`src/rtl/fetch_pkg.sv`:
```
// Shared types and constants for the instruction fetch unit and its buffer.
package fetch_pkg;

    localparam int XLEN = 32;

    // Byte distance between consecutive instruction words.
    localparam logic [XLEN-1:0] INST_INC = 32'd4;

    // Fetch controller states.
    //   ST_IDLE  : no request outstanding
    //   ST_WAIT  : request outstanding, its response will be kept
    //   ST_FLUSH : request outstanding, its response will be discarded
    typedef enum logic [1:0] {
        ST_IDLE  = 2'b00,
        ST_WAIT  = 2'b01,
        ST_FLUSH = 2'b10
    } fetch_state_e;

    // One buffered instruction together with the address it was fetched from.
    typedef struct packed {
        logic [XLEN-1:0] pc;
        logic [XLEN-1:0] inst;
    } fetch_entry_t;

    // Force an address onto a word boundary (low two bits cleared).
    function automatic logic [XLEN-1:0] word_align(input logic [XLEN-1:0] addr);
        return addr & 32'hFFFF_FFFC;
    endfunction

    // Address of the next sequential instruction; wraps modulo 2^XLEN.
    function automatic logic [XLEN-1:0] next_pc(input logic [XLEN-1:0] addr);
        return addr + INST_INC;
    endfunction

endpackage

```
`src/rtl/fetch_fifo.sv`:
```
// Small instruction buffer between fetch and decode. Power-of-two depth,
// simultaneous push and pop supported, flush empties it in one cycle.
module fetch_fifo
    import fetch_pkg::*;
#(
    parameter  int DEPTH = 2,
    localparam int PTR_W = $clog2(DEPTH),
    localparam int CNT_W = PTR_W + 1
) (
    input  logic             clk,
    input  logic             reset,
    input  logic             i_flush,
    input  logic             i_push,
    input  fetch_entry_t     i_push_data,
    input  logic             i_pop,
    output fetch_entry_t     o_head,
    output logic             o_valid,
    output logic [CNT_W-1:0] o_count
);

    localparam logic [CNT_W-1:0] DEPTH_C = CNT_W'(DEPTH);

    fetch_entry_t     r_mem [DEPTH];
    logic [PTR_W-1:0] r_wr_ptr;
    logic [PTR_W-1:0] r_rd_ptr;
    logic [CNT_W-1:0] r_count;

    logic w_full;
    logic w_do_pop;
    logic w_do_push;

    assign w_full    = (r_count == DEPTH_C);
    assign w_do_pop  = i_pop && (r_count != '0);
    // A push into a full buffer is only legal when the head leaves this cycle.
    assign w_do_push = i_push && (!w_full || w_do_pop);

    // Buffer storage, pointers and occupancy; flush discards everything.
    always_ff @(posedge clk) begin
        if (reset) begin
            r_wr_ptr <= '0;
            r_rd_ptr <= '0;
            r_count  <= '0;
            for (int i = 0; i < DEPTH; i++) begin
                r_mem[i] <= '0;
            end
        end else if (i_flush) begin
            r_wr_ptr <= '0;
            r_rd_ptr <= '0;
            r_count  <= '0;
        end else begin
            if (w_do_push) begin
                r_mem[r_wr_ptr] <= i_push_data;
                r_wr_ptr        <= r_wr_ptr + PTR_W'(1);
            end
            if (w_do_pop) begin
                r_rd_ptr <= r_rd_ptr + PTR_W'(1);
            end
            r_count <= r_count + CNT_W'(w_do_push) - CNT_W'(w_do_pop);
        end
    end

    // Head is presented as zero while empty so stale entries never leak out.
    always_comb begin
        o_head = '0;
        if (r_count != '0) begin
            o_head = r_mem[r_rd_ptr];
        end else begin
            o_head = '0;
        end
    end

    assign o_valid = (r_count != '0);
    assign o_count = r_count;

endmodule

```
`src/rtl/fetch_unit.sv`:
```
// Instruction fetch unit: issues one word request at a time to instruction
// memory, buffers responses for decode, and handles control-flow redirects.
module fetch_unit
    import fetch_pkg::*;
#(
    parameter logic [XLEN-1:0] RESET_PC   = 32'h0000_0000,
    parameter int              FIFO_DEPTH = 2
) (
    input  logic            clk,
    input  logic            reset,
    output logic            imem_req,
    output logic [XLEN-1:0] imem_addr,
    input  logic            imem_ack,
    input  logic [XLEN-1:0] imem_rdata,
    output logic            inst_valid,
    input  logic            inst_ready,
    output logic [XLEN-1:0] inst,
    output logic [XLEN-1:0] inst_pc,
    output logic [6:0]      opcode,
    output logic [2:0]      funct3,
    output logic [6:0]      funct7,
    input  logic            redirect,
    input  logic [XLEN-1:0] redirect_pc
);

    localparam int               CNT_W   = $clog2(FIFO_DEPTH) + 1;
    localparam logic [CNT_W-1:0] DEPTH_C = CNT_W'(FIFO_DEPTH);

    fetch_state_e    r_state;
    logic [XLEN-1:0] r_pc;
    logic            r_imem_req;
    logic [XLEN-1:0] r_imem_addr;

    fetch_state_e    w_state_next;
    logic [XLEN-1:0] w_pc_next;
    logic [XLEN-1:0] w_addr_next;
    logic            w_push;
    logic            w_pop;
    logic [CNT_W-1:0] w_count;
    logic [CNT_W-1:0] w_count_next;
    logic            w_has_room;
    logic            w_fifo_valid;
    fetch_entry_t    w_head;
    fetch_entry_t    w_push_data;

    // A redirect kills both the incoming response and any pop in the same cycle.
    assign w_push       = (r_state == ST_WAIT) && imem_ack && !redirect;
    assign w_pop        = w_fifo_valid && inst_ready && !redirect;
    assign w_push_data  = '{pc: r_imem_addr, inst: imem_rdata};
    // Occupancy after this cycle's push/pop; a new request needs a free slot in it.
    assign w_count_next = w_count + CNT_W'(w_push) - CNT_W'(w_pop);
    assign w_has_room   = (w_count_next < DEPTH_C);

    // Next-state, next-pc and next-request-address decision.
    always_comb begin
        w_state_next = r_state;
        w_pc_next    = r_pc;
        w_addr_next  = r_imem_addr;
        case (r_state)
            ST_IDLE: begin
                if (redirect) begin
                    w_pc_next = word_align(redirect_pc);
                end else if (w_has_room) begin
                    w_state_next = ST_WAIT;
                    w_addr_next  = r_pc;
                end else begin
                    w_state_next = ST_IDLE;
                end
            end
            ST_WAIT: begin
                if (redirect) begin
                    w_pc_next = word_align(redirect_pc);
                    if (imem_ack) begin
                        w_state_next = ST_IDLE;
                    end else begin
                        w_state_next = ST_FLUSH;
                    end
                end else if (imem_ack) begin
                    w_pc_next = next_pc(r_pc);
                    if (w_has_room) begin
                        w_state_next = ST_WAIT;
                        w_addr_next  = next_pc(r_pc);
                    end else begin
                        w_state_next = ST_IDLE;
                    end
                end else begin
                    w_state_next = ST_WAIT;
                end
            end
            ST_FLUSH: begin
                if (redirect) begin
                    w_pc_next = word_align(redirect_pc);
                end else begin
                    w_pc_next = r_pc;
                end
                // The stale response ends the outstanding request either way.
                if (imem_ack) begin
                    w_state_next = ST_IDLE;
                end else begin
                    w_state_next = ST_FLUSH;
                end
            end
            default: begin
                w_state_next = ST_IDLE;
            end
        endcase
    end

    // Controller state and registered memory-request outputs.
    always_ff @(posedge clk) begin
        if (reset) begin
            r_state     <= ST_IDLE;
            r_pc        <= RESET_PC;
            r_imem_req  <= 1'b0;
            r_imem_addr <= RESET_PC;
        end else begin
            r_state     <= w_state_next;
            r_pc        <= w_pc_next;
            r_imem_req  <= (w_state_next != ST_IDLE);
            r_imem_addr <= w_addr_next;
        end
    end

    fetch_fifo #(
        .DEPTH (FIFO_DEPTH)
    ) u_fifo (
        .clk         (clk),
        .reset       (reset),
        .i_flush     (redirect),
        .i_push      (w_push),
        .i_push_data (w_push_data),
        .i_pop       (w_pop),
        .o_head      (w_head),
        .o_valid     (w_fifo_valid),
        .o_count     (w_count)
    );

    assign imem_req   = r_imem_req;
    assign imem_addr  = r_imem_addr;
    assign inst_valid = w_fifo_valid;
    assign inst       = w_head.inst;
    assign inst_pc    = w_head.pc;
    assign opcode     = w_head.inst[6:0];
    assign funct3     = w_head.inst[14:12];
    assign funct7     = w_head.inst[31:25];

endmodule

```
`config.mk`:
```
export PLATFORM = sky130hd
export DESIGN_NAME = fetch_unit
export DESIGN_NICKNAME = d
export VERILOG_FILES = /design/src/rtl/fetch_pkg.sv /design/src/rtl/fetch_fifo.sv /design/src/rtl/fetch_unit.sv
export SDC_FILE = /design/constraint.sdc
export NUM_CORES = 1
export LEC_CHECK = 0
export ABC_AREA = 1
export BUFFER_PORTS_ARGS = -buffer_cell sky130_fd_sc_hd__buf_2
export CAP_MARGIN = 25
export CORE_MARGIN = 1.5
export CORE_UTILIZATION = 60
export DETAILED_ROUTE_END_ITERATION = 10
export GPL_ROUTABILITY_DRIVEN = 0
export GPL_TIMING_DRIVEN = 0
export PLACE_DENSITY = 0.86
export SLEW_MARGIN = 30
export SYNTH_ARGS = -nofsm -noshare
export SYNTH_HDL_FRONTEND = slang
export SYNTH_SLANG_ARGS = --single-unit
```
`constraint.sdc`:
```
create_clock -name clk -period 13.8 [get_ports clk]
set_input_delay 1.38 -clock clk [delete_from_list [all_inputs] [get_ports clk]]
set_output_delay 1.38 -clock clk [all_outputs]
set_load 0.01 [all_outputs]
```
Word level (Yosys, flattened, before mapping) --
Memory sizes are Yosys's and may differ from the RTL's. A register that Yosys moved wholly into a read port is not among the register bits. Index checks and enable logic that the tools add are counted. Widths: inputs -> output; s select.
Storage, ports and cells: bits of input ports 69, word-level logic and storage cells 73, memories kept 1, flip-flop bits (word level) 71, output and inout port bits 115, memory bits (writable) 128
Memories:
- u_fifo.r_mem | words 2, width 64, read ports 1, clocked after memory_dff 1, wr ports 2, RTL line fetch_fifo.sv:23 | fetch_entry_t r_mem [DEPTH];
Cells by class: equal/unequal tests 10, muxes and demuxes 28, reductions and logical operators 19, add/subtract/negate cells 7, $lt $le $gt $ge 1
Operator list (number):
- $mux 32 | 8
- $mux 64 | 2
- $pmux 32 s2 | 2
- $reduce_or 64->1 | 1
- $add 32x3->32 const B | 1
- $mux 1 | 11
- $ne 2x2->1 const B | 5
- $mux 2 | 4
- $reduce_bool 2->1 | 4
- $logic_and 1x1->1 | 6
- $pmux 2 s3 | 1
- $reduce_and 6->1 | 1
- $add 2x1->2 | 2
- $eq 2x2->1 const B | 2
- $reduce_or 2->1 | 2
- $sub 2x1->2 | 2
- $ne 3x3->1 const B | 1
- $reduce_and 3->1 | 1
- $add 1x1->1 const B | 2
- $eq 2x1->1 const B | 1
- $logic_not 1->1 | 2
- $logic_not 2->1 | 1
- $lt 2x2->1 const B | 1
- $ne 2x1->1 const B | 1
- $logic_or 1x1->1 | 1

Longest topological paths before layout --
word-level depth 12, gate-level depth with buffers 12, depth with buffers taken out 11

By module --
A second synthesis with hierarchy kept.
Second synthesis, totals: cells, all modules 1259, area, all modules 10042.1 um^2
Modules (own cells, without submodules):
- fetch_fifo | times used 1, seq. area each 3943.8 um^2, area each 6055.8 um^2, cells each 591
- fetch_unit | times used 1, seq. area each 1261.2 um^2, area each 3986.3 um^2, cells each 668

Least setup slack after synthesis --
No wires, ideal clock.
path type in2reg, start point in inst_ready, end point mem u_fifo.r_mem[1][0] in the netlist's numbering (enable), cell stages on the path 6, arrival 6150 ps, slack 7082 ps, setup time 568 ps, cells stage by stage inv_1 nor2_4 nand2_1 nand3_1 nand2_1 o21ai_0
RTL lines:
- start: declaration | RTL line fetch_unit.sv:16 | input logic inst_ready,
- end: declaration | RTL line fetch_fifo.sv:23

==> flow_metrics.py <==
metrics = {
    "sta": {
        "max_slew.worst_pin.slew_ns": 0.721,
        "hold_violations": 0,
        "setup_viol": 0,
        "setup_slack_ns": 10.15,
        "relSlewSlack": 0.518,
        "min_period_ns": 3.65,
        "drv_slew": 0,
        "finClkSkew_ns": 0.00836,
        "max_freq_ghz": 0.274,
        "finalSetupTns_ns": 0,
        "min_period_over_period": 0.264,
        "rsz0062_at_grt": "no",
    },
    "die": {
        "ios": 184,
        "coreArea_mm2": 0.0154,
        "die_area_mm2": 0.0167,
        "fp.dieH_um": 129,
        "fp.dieW_um": 129,
        "placementRows": 45,
        "start_util": 0.620,
    },
    "yosys": {
        "yosys_warnings": 0,
        "yosys_register_bits": 192,
        "yosysTopAreaCell": "edfxtp_1",
        "synth.distinct_cells": 29,
        "synth_area_leaders": "edfxtp_1 39%, dfxtp_1 14%, nand2_1 13%",
        "synthCells": 1196,
        "syn_area_per_cell_um2": 7.97,
        "yosysSeqAreaShare": 0.533,
        "yosys.area.top_type_share": 0.390,
        "syn_area_mm2": 0.00954,
    },
    "clocking": {
        "ctsResizeCount": 0,
        "cts_setup_buffers": 0,
        "cts.sinks": 192,
        "htree_levels": 4,
        "cts_hold_buffers": 0,
        "path_clk_slew_ns": 0.06,
        "clock_latency_ns": 0.43,
        "clockBufferDepth": 2,
        "clockRootBuffer": "clkbuf_16",
        "cts_tree": "built",
        "cts_inserted_buffers": 17,
    },
    "power": {
        "total_power_mw": 1.25,
        "leakage_nw": 5.04,
        "p_per_area_mw_per_mm2": 110,
        "ir_worst_vdd_mv": 0.0951,
    },
    "cells_and_area": {
        "fillerInstances": 1149,
        "antenna_cells": 0,
        "layout-drive-gt1-share": 0.194,
        "nets": 1472,
        "layout_common_cells": "323 x nand2_1, 222 x nor2_1, 192 x buf_2",
        "synthToLayoutAreaGrowth_pct": 19.3,
        "layout_commonest_cell": "nand2_1",
    },
    "route": {
        "wl_per_cell_um": 14.7,
        "drc_errors": 0,
        "first_pass_iters": 6,
        "antenna_left": 0,
        "drt-initial-drc-count": 675,
        "via_per_inst": 5.17,
        "vias": 8384,
        "routed_wl_um": 23800,
    },
    "worst_setup_path": {
        "cp.buffers_inverters": 4,
        "required_ns": 12.42,
        "cp_common_cell": "clkbuf_1",
        "critPathTopFamily": "buffers and inverters",
        "slowest_stage": "clkbuf_1",
        "cp_cell_sequence": "clkbuf_1 > clkbuf_1 > nand2_1 > a21oi_1 > buf_4 > buf_2",
        "end_kind": "output pin",
        "cp_max_fo": 10,
        "r2r_cells": 9,
        "worstPathArrival_ns": 2.27,
        "crit_cells": 6,
        "max_stage_delay_ns": 0.48,
        "path_class": "reg2out",
        "cp-start-kind": "flop",
    },
    "global_route": {
        "grt_max_degree": 50,
        "grt_pass1_vias": 7808,
        "grt_pass1_wl_um": 37100,
        "antenna_found_initial": 0,
        "gr-total-overflow": 0,
        "grtUsageTotal": 0.292,
    },
    "flow_run": {
        "max_cap_violations": 0,
    },
    "placement": {
        "dp_slack_ns": 10.29,
        "hpwl_um": 17600,
        "port_buffers": 177,
    },
    "hold_path": {
        "min_path_cells": 2,
        "worst_hold_path_type": "reg2reg",
    },
    "outcome": {
        "status": "complete, no violations",
    },
}
registers in the layout, summed over array words and instances, names as in the netlist, named ones only:
register / count
imem_addr: 30
imem_req: 1
r_pc: 30
r_state: 2
u_fifo.o_count: 2
u_fifo.r_mem: 124
u_fifo.r_rd_ptr: 1
u_fifo.r_wr_ptr: 1
area by class of cell:
cell class / count / area, um2 / share of cell area
Buffer: 82 / 480 / 0.0422
Clock buffer: 20 / 437 / 0.0384
Clock inverter: 12 / 110 / 0.00968
Inverter: 121 / 454 / 0.0399
Multi-Input combinational cell: 804 / 3550 / 0.312
Sequential cell: 192 / 5080 / 0.447
Tap cell: 211 / 264 / 0.0232
Timing Repair Buffer: 181 / 996 / 0.0876
stage by stage:
stage          cell area [um2]   util  hold WS [ns]  cells
2_1_floorplan             9550      -         0.467   1199
3_3_place_gp             10700  0.696         0.464   1587
3_5_place_dp             10800  0.704         0.473   1591
4_1_cts                  11400  0.740         0.483   1623
5_1_grt                  11400  0.740         0.506   1623
6_report                 11400  0.740         0.488   1623
worst paths after layout:
check                                     from                                end  slack [ns]
hold reg to reg      imem_addr[6]$_SDFFE_PP0P_          imem_addr[6]$_SDFFE_PP0P_        0.49
hold / removal       imem_addr[6]$_SDFFE_PP0P_          imem_addr[6]$_SDFFE_PP0P_        0.49
setup reg to reg  u_fifo.o_count[1]$_SDFF_PP0_  u_fifo.r_mem[1][21]$_SDFFCE_PN0P_       11.25
setup / recovery                          flop                           inst[30]       10.15
cell usage after synthesis:
master and number:
ha_1 4, nand3_4 2, a21oi_1 144, nand2_2 2, o21ai_0 38, inv_1 119
xor2_1 13, nor3_1 4, dfxtp_1 68, a31oi_1 2, xnor2_1 5, buf_6 10
inv_2 2, or2_2 3, nor2_1 222, a2111o_1 1, nand2_1 324, nor2_2 2
o211ai_1 3, buf_1 1, and2_1 1, nor2_4 6, edfxtp_1 124, conb_1 1
clkbuf_1 35, nand3_1 23, buf_2 15, o211a_1 1, buf_4 21
report_power, final:
part / leakage [nW] / switching, mW / total (mW) / internal (mW)
combinational: 2.95 / 0.0814 / 0.128 / 0.0464
sequential: 1.84 / 0.0202 / 0.660 / 0.639
clock: 0.247 / 0.212 / 0.461 / 0.249
routing by layer:
metal,vias to the layer above,global-route usage,wire length (um)
met5,-,0,0
met3,50,0.0442,1580
li1,4194,-,-
met2,360,0.528,11900
met1,3780,0.349,9530
met4,0,0.120,758
worst reg2reg max path, cell delays in order (launching register included):
cell and delay [ns]:
dfxtp_1 0.47, nor2_4 0.13, nor2_4 0.13, nand2_1 0.12, nand3_1 0.08, nand2_1 0.14, o21ai_4 0.61, buf_16 0.23
buf_16 0.17, buf_16 0.17
kinds of logic (layout without fill, tap and decap cells):
logic type                 after synthesis  after routing  synth area share
and+or+nand+nor                        589            589             0.245
buffers and inverters                  203            416            0.0980
AOI/OAI and AO/OA                      189            189             0.101
DFF                                    192            192             0.533
xor gates and xnor gates                18             18            0.0165
adders and majority gates                4              4           0.00525
other                                    1              4          0.000393
Power figures use the tool's default switching activity.
